<file path="config.mk">
export PLATFORM = sky130hd
export DESIGN_NAME = fetch_ctrl_flat
export DESIGN_NICKNAME = d
export VERILOG_FILES = /design/src/rtl/fetch_ctrl_if.sv /design/src/rtl/fetch_ctrl.sv /design/src/flat_wrapper.sv
export SDC_FILE = /design/constraint.sdc
export NUM_CORES = 1
export LEC_CHECK = 0
export BUFFER_PORTS_ARGS = -buffer_cell sky130_fd_sc_hd__buf_2
export CAP_MARGIN = 40
export CORE_MARGIN = 10
export CORE_UTILIZATION = 30
export DETAILED_ROUTE_END_ITERATION = 6
export PLACE_DENSITY_LB_ADDON = 0.25
export SLEW_MARGIN = 15
export SYNTH_ARGS = -nofsm -noshare
export SYNTH_HDL_FRONTEND = slang
export SYNTH_SLANG_ARGS = --single-unit
</file>
<file path="constraint.sdc">
create_clock -name clk -period 2.1 [get_ports clk]
set_input_delay 0.42 -clock clk [delete_from_list [all_inputs] [get_ports clk]]
set_output_delay 0.42 -clock clk [all_outputs]
set_load 0.005 [all_outputs]
</file>
<file path="src/rtl/fetch_ctrl_if.sv">
`default_nettype none
// +--------------------------------------------------------------------+
// | fetch_ctrl_if : handshake bundle between pipeline and fetch_ctrl    |
// | Revision      : 1.0                                                 |
// +--------------------------------------------------------------------+
interface fetch_ctrl_if;
   logic        br_taken;
   logic [31:0] br_target;
   logic        load_use;
   logic        imem_ready;
   logic        halt_req;
   logic        is_flush;
   logic        is_stall;
   logic [31:0] branch_target;
   logic        halted;
   logic [15:0] flush_count;
   logic [15:0] stall_count;

   modport master (
      output br_taken, br_target, load_use, imem_ready, halt_req,
      input  is_flush, is_stall, branch_target, halted, flush_count, stall_count
   );

   modport slave (
      input  br_taken, br_target, load_use, imem_ready, halt_req,
      output is_flush, is_stall, branch_target, halted, flush_count, stall_count
   );
endinterface
`default_nettype wire

</file>
<file path="src/rtl/fetch_ctrl.sv">
`default_nettype none
// +--------------------------------------------------------------------+
// | fetch_ctrl : IF-stage stall/flush controller (BOOT/RUN/FLUSH/HALT)  |
// | Revision   : 1.0                                                    |
// +--------------------------------------------------------------------+
module fetch_ctrl #(
   parameter int BOOT_CYCLES = 2,
   parameter int FLUSH_DEPTH = 2
) (
   input  logic         clk,
   input  logic         reset,
   fetch_ctrl_if.slave  bus
);

   typedef enum logic [1:0] {
      ST_BOOT  = 2'd0,
      ST_RUN   = 2'd1,
      ST_FLUSH = 2'd2,
      ST_HALT  = 2'd3
   } state_t;

   localparam logic [3:0] BOOT_LAST  = 4'(BOOT_CYCLES - 1);
   localparam logic [2:0] FLUSH_LOAD = 3'(FLUSH_DEPTH - 1);

   state_t      state_q;
   logic [3:0]  boot_cnt_q;
   logic [2:0]  flush_cnt_q;
   logic [31:0] branch_target_q;
   logic [15:0] flush_count_q;
   logic [15:0] stall_count_q;
   logic        halted_q;

   logic        accept;
   logic        stall;

   // A redirect in FLUSH is always taken; in RUN it needs the fetch to complete.
   always_comb begin
      accept = 1'b0;
      stall  = 1'b1;
      case (state_q)
         ST_BOOT:  stall = 1'b1;
         ST_RUN: begin
            accept = bus.br_taken & bus.imem_ready;
            stall  = accept ? 1'b0 : (bus.load_use | ~bus.imem_ready);
         end
         ST_FLUSH: begin
            accept = bus.br_taken;
            stall  = 1'b0;
         end
         ST_HALT:  stall = 1'b1;
         default:  stall = 1'b1;
      endcase
   end

   always_ff @(posedge clk or negedge reset) begin
      if (!reset) begin
         state_q         <= ST_BOOT;
         boot_cnt_q      <= 4'd0;
         flush_cnt_q     <= 3'd0;
         branch_target_q <= 32'h0;
         flush_count_q   <= 16'h0;
         stall_count_q   <= 16'h0;
         halted_q        <= 1'b0;
      end else begin
         if (accept) begin
            branch_target_q <= bus.br_target;
            flush_cnt_q     <= FLUSH_LOAD;
            state_q         <= ST_FLUSH;
            if (!(&flush_count_q)) flush_count_q <= flush_count_q + 16'd1;
         end

         if ((state_q == ST_RUN) && stall && !(&stall_count_q))
            stall_count_q <= stall_count_q + 16'd1;

         case (state_q)
            ST_BOOT: begin
               if (boot_cnt_q == BOOT_LAST) begin
                  boot_cnt_q <= 4'd0;
                  state_q    <= ST_RUN;
               end else begin
                  boot_cnt_q <= boot_cnt_q + 4'd1;
               end
            end
            ST_RUN: begin
               if (!accept && bus.halt_req) begin
                  state_q  <= ST_HALT;
                  halted_q <= 1'b1;
               end
            end
            ST_FLUSH: begin
               if (!accept) begin
                  if (flush_cnt_q == 3'd0) state_q <= ST_RUN;
                  else                     flush_cnt_q <= flush_cnt_q - 3'd1;
               end
            end
            ST_HALT: ;
            default: state_q <= ST_BOOT;
         endcase
      end
   end

   assign bus.is_stall      = stall;
   assign bus.is_flush      = (state_q == ST_FLUSH);
   assign bus.branch_target = branch_target_q;
   assign bus.halted        = halted_q;
   assign bus.flush_count   = flush_count_q;
   assign bus.stall_count   = stall_count_q;

endmodule
`default_nettype wire
</file>
<file path="src/flat_wrapper.sv">
// flat-port wrapper written by rule: the top's interface ports become plain ports
module fetch_ctrl_flat 
#(
   parameter int BOOT_CYCLES = 2,
   parameter int FLUSH_DEPTH = 2
)
  (clk, reset, bus_br_taken, bus_br_target, bus_load_use, bus_imem_ready, bus_halt_req, bus_is_flush, bus_is_stall, bus_branch_target, bus_halted, bus_flush_count, bus_stall_count);
  fetch_ctrl_if bus_i ();
  input  logic clk;
  input  logic reset;
  input wire logic [$bits(bus_i.br_taken)-1:0] bus_br_taken;
  input wire logic [$bits(bus_i.br_target)-1:0] bus_br_target;
  input wire logic [$bits(bus_i.load_use)-1:0] bus_load_use;
  input wire logic [$bits(bus_i.imem_ready)-1:0] bus_imem_ready;
  input wire logic [$bits(bus_i.halt_req)-1:0] bus_halt_req;
  output wire logic [$bits(bus_i.is_flush)-1:0] bus_is_flush;
  output wire logic [$bits(bus_i.is_stall)-1:0] bus_is_stall;
  output wire logic [$bits(bus_i.branch_target)-1:0] bus_branch_target;
  output wire logic [$bits(bus_i.halted)-1:0] bus_halted;
  output wire logic [$bits(bus_i.flush_count)-1:0] bus_flush_count;
  output wire logic [$bits(bus_i.stall_count)-1:0] bus_stall_count;
  assign bus_i.br_taken = bus_br_taken;
  assign bus_i.br_target = bus_br_target;
  assign bus_i.load_use = bus_load_use;
  assign bus_i.imem_ready = bus_imem_ready;
  assign bus_i.halt_req = bus_halt_req;
  assign bus_is_flush = bus_i.is_flush;
  assign bus_is_stall = bus_i.is_stall;
  assign bus_branch_target = bus_i.branch_target;
  assign bus_halted = bus_i.halted;
  assign bus_flush_count = bus_i.flush_count;
  assign bus_stall_count = bus_i.stall_count;
  fetch_ctrl #(.BOOT_CYCLES(BOOT_CYCLES), .FLUSH_DEPTH(FLUSH_DEPTH)) u_core (.clk(clk), .reset(reset), .bus(bus_i));
endmodule
</file>
After elaboration in Yosys (flattened, before gate mapping)
Cells that the tools add are included.
Widths: inputs -> output; s select.
- output and inout port bits: 67
- logic and storage cells: 45
- bits of input ports: 38
- register bits: 74
- reductions and logical operators: 12
- $add $sub $neg: 4
- equal/unequal tests: 4
- multiplexer cells: 14
- bitwise logic cells: 4
- operators by type and width (cell ; count):
    $add 16x1->16 const B ; 2
    $reduce_and 16->1 ; 2
    $mux 3 ; 4
    $mux 2 ; 5
    $pmux 2 s3 ; 1
    $add 4x1->4 const B ; 1
    $eq 2x2->1 const B ; 2
    $eq 4x1->1 const B ; 1
    $mux 4 ; 1
    $reduce_and 2->1 ; 2
    $logic_and 1x1->1 ; 3
    $logic_not 3->1 ; 1
    $pmux 1 s3 ; 1
    $sub 3x1->3 const B ; 1
    $eq 2x1->1 const B ; 1
    $logic_not 1->1 ; 2
    $logic_not 2->1 ; 1
    $not 1->1 ; 2
    $pmux 1 s2 ; 1
    $reduce_or 2->1 ; 1
    $and 1x1->1 ; 1
    $mux 1 ; 1
    $or 1x1->1 ; 1

Logic depth before layout (Yosys ltp)
- depth in word-level cells: 6
- gate-level depth with buffers: 9
- mapped depth without buffers: 7

Least setup slack after synthesis
Ideal clock, no wire load.
- path type: reg-to-reg
- start point: reg u_core.state_q[0]
- end point: reg u_core.flush_count_q[14] (netlist: u_core.bus.flush_count[14])
- slack: 0.052 ns
- path buffers: 2
- data arrival time: 1.923 ns
- period minus slack after synthesis: 2.048 ns
- data required time: 1.975 ns
- stages on the path, launching flop included: 10
- setup time: 0.125 ns
- cells stage by stage: dfrtp_1 -> inv_1 -> ha_1 -> buf_4 -> a21oi_1 -> or2_1 -> buf_6 -> nor4_4 -> nand3_1 -> mux2_4
- cells in the longest elaborated chain, start to end: 3
- elaborated cells between the ends (all ways): 4
- ends and longest elaborated chain (element ; line ; source):
    start: declaration ; fetch_ctrl.sv:25 ; state_t state_q;
    start signal: assignment ; fetch_ctrl.sv:57 ; state_q <= ST_BOOT;
    start signal: assignment ; fetch_ctrl.sv:68 ; state_q <= ST_FLUSH;
    start signal: assignment ; fetch_ctrl.sv:79 ; state_q <= ST_RUN;
    $eq 2x2->1 ; n/a ;
    via bus_is_flush ; flat_wrapper.sv:16 ; output wire logic [$bits(bus_i.is_flush)-1:0] bus_is_flush;
    $pmux 1 s2 ; fetch_ctrl.sv:40 ; case (state_q)
    $reduce_and 2->1 (no source line) ; n/a ;
    end signal: assignment ; fetch_ctrl.sv:69 ; if (!(&flush_count_q)) flush_count_q <= flush_count_q + 16'd1;
    end: declaration ; fetch_ctrl.sv:29 ; logic [15:0] flush_count_q;
The timed path passes the listed nets, and every way through them passes these cells.
A chain may end at the register's enable or synchronous reset.

Final worst setup path
- start point: reg u_core.state_q[1]
- end point: out bus_is_stall
- cells in the longest elaborated chain, start to end: 3
- elaborated cells between the ends (all ways): 6
- ends and longest elaborated chain (element ; line ; source):
    $eq 2x2->1 or $logic_not 2->1 (tied branches) ; fetch_ctrl.sv:40 ;
    $reduce_or 2->1 (no source line) ; n/a ;
    $pmux 1 s3 (*) ; fetch_ctrl.sv:40 ;
    end: declaration ; flat_wrapper.sv:17 ; output wire logic [$bits(bus_i.is_stall)-1:0] bus_is_stall;
Mark *: on every way between the ends. The rest lies on a longest branch, timed or not.

==> metrics <==
Crit. End Element output pin; Syn Area/Cell 9.79 um2; CTS Sinks 74; fin nets 505; # rows 38; final setup fails 0; Die Wd 125 um; via count 2756; outcome finished clean; Syn Std Cell Area 3340 um2; H-tree level count 3; fin crit share 0.942; Setup WS pre-CTS 110 ps; Lkg Pwr 2.40 nW; Slew HR 0.730; Clock Latency Late Sink 350 ps; routability cong. 0.830; largest net degree at the start of global routing 34; Die Height 125 um; DRT iter0 DRCs 145; CP startpoint u_core.state_q[1]; Synth async-reset ratio 1.00; Slew Limit Fails 0; Worst Skew 9.58 ps; Via-to-Cell Ratio 4.57; synthesis warning total 0; Worst setup endpoint bus_is_stall; Worst setup SP type register; Worst-Margin Slew 403 ps; # IOs 105; Final Worst Setup Slack 121 ps; MaxCap Viol Count 0; post-layout minimum cycle time 1980 ps; Max VDD drop 0.274 mV; Final Util 0.394; n_diodes 0; Crit Path Max Fanout 4; vias in the first global route 2844; Fin Setup TNS 0 ps; Final Hold Fails 0; DRC violation count after routing 0; post-synthesis cell type count 40; register bit total from synthesis 74; core area 10900 um2; Layout area overhead 28.4%; Port-buffer cells 104; Pwr Total 2.55 mW; RSZ-0062 raised after global routing no; Post-Route WL 8560 um; all-layer global routing usage 0.109; share of cells above drive strength 1 0.298; starting density of the core 0.307; # fillers 1122; EDFF count, synth 0; total CTS buffers 9; Reg2Reg Capture Point u_core.flush_cnt_q[0]; CTS root buffer clkbuf_8; TritonCTS clock tree yes; Routed wire per std cell 14.2 um; Max Freq 505 MHz; R2R setup slack 220 ps; postcts setup bufs 0; pwr dens 595 nW/um2; R2R Path Start u_core.state_q[0]; Routed Antenna Nets 0; cells on worst reg2reg path 6; Syn Nets 388; Top FF cell, synth dfrtp_1; die area 15700 um2; Worst Setup Path Type register to output pin; first-pass GRT wire length 14100 um; Bufs on Longest Clock Path 2; data required time of the worst path 1680 ps; sequential area share after synthesis 0.555; clock transition at the registers of the reported paths 80 ps; HPWL Detailed 6410 um; initial antenna violation count 1; GRT overflow 0; DRT Pass-1 Iters 4; HP Class primary input to register; Syn Inst Count 341; Critical Path AT 1560 ps
-- registers in the layout (all words and copies together), names as in the netlist --
register and cells:
u_core.bus.flush_count 16, u_core.state_q 2, u_core.bus.halted 1, u_core.boot_cnt_q 4, u_core.bus.stall_count 16, u_core.bus.branch_target 32, u_core.flush_cnt_q 3
-- cells by family after synthesis --
group | share of synthesized area
AO/OA/AOI/OAI | 0.0566
XOR/XNOR | 0.0787
adder cells (fa/ha/maj) | 0.0337
buffers and inverters | 0.0262
flip-flops | 0.555
multiplexers | 0.0112
AND/OR/NAND/NOR | 0.239
-- layer usage --
layer | wire length [um] | global-route usage
met1 | 4010 | 0.135
met2 | 3760 | 0.162
met3 | 620 | 0.0448
met4 | 163 | 0.0488
met5 | 13 | 0
-- how the worst min path moves through the flow --
stage | start | endpoint | slack, ps | cells after the start
after floorplan | reset | u_core.boot_cnt_q[0] | 120 | 0
after global placement | reset | u_core.bus.branch_target[25] | 380 | 1
after detailed placement | reset | u_core.bus.branch_target[25] | 380 | 1
after CTS | bus_br_target[7] | u_core.bus.branch_target[7] | 240 | 3
after global routing | bus_br_target[10] | u_core.bus.branch_target[10] | 240 | 3
final | bus_br_target[7] | u_core.bus.branch_target[7] | 260 | 3
-- cells in the mapped netlist (2+ instances only) --
library cell  instances  area [um2]
xor2_1               10        87.6
clkbuf_1              6        22.5
nand2_1             115         432
nand4_1              10        62.6
o211ai_1              3        22.5
a21oi_1               6        30.0
nor2b_1               2        12.5
nor3_1                5        25.0
nor4_1                3        18.8
o21a_1                3        22.5
dfrtp_1              74        1850
o21ai_0               6        30.0
and3_1                3        18.8
nand2b_1              3        18.8
mux2_2                2        22.5
inv_1                10        37.5
xnor2_1              20         175
nor2_1               15        56.3
a311oi_1              2        17.5
nand3_1              14        70.1
and4_1                2        17.5
ha_1                  9         113
-- placed cells by master, fill, tap and decap left out, types with 3 or more instances in the layout --
cell type,instances
nor3_1,5
xnor2_1,20
ha_1,9
a21oi_1,6
dfrtp_1,74
buf_4,11
o211ai_1,3
buf_2,103
nand2_1,115
nand3_1,14
inv_1,10
xor2_1,10
nor2_1,14
nand4_1,10
o21a_1,3
nor4_1,3
nand2b_1,3
and3_1,3
o21ai_0,6
clkbuf_8,12
-- final cells by class --
type | count | area [um2] | share of cell area
clock inverter | 2 | 10.0 | 0.00233
sequential | 74 | 1850 | 0.432
inverter | 10 | 37.5 | 0.00875
tap | 140 | 175 | 0.0409
timing repair buffer | 116 | 628 | 0.146
multi-input combinational | 247 | 1410 | 0.329
clock buffer | 14 | 173 | 0.0403
-- critical path, stage by stage, from the launching register on --
cell      delay, ps
dfrtp_1         410
inv_1           120
ha_1            260
nand2b_1        140
o21a_1          160
buf_2           120
-- where the power goes --
| part | switching, mW | total [mW] | internal [mW] |
|---|---|---|---|
| sequential | 0 | 1.42 | 1.42 |
| combinational | 0.0401 | 0.0732 | 0.0331 |
| clock | 0.528 | 1.05 | 0.524 |
| total | 0.568 | 2.55 | 1.98 |
-- what timing repair did --
item	CTS	global route
hold endpoints to repair	26	0
resized for setup	0	1
setup endpoints to repair	0	2
hold buffers	1	0
-- metrics by stage --
stage,instances,hold WS [ps],instance area (um2)
floorplan,341,124,3340
global placement,586,377,4090
detailed placement,586,377,4090
CTS,603,236,4280
global route,603,241,4290
finish,603,257,4290
Power figures use the tool's default switching activity.
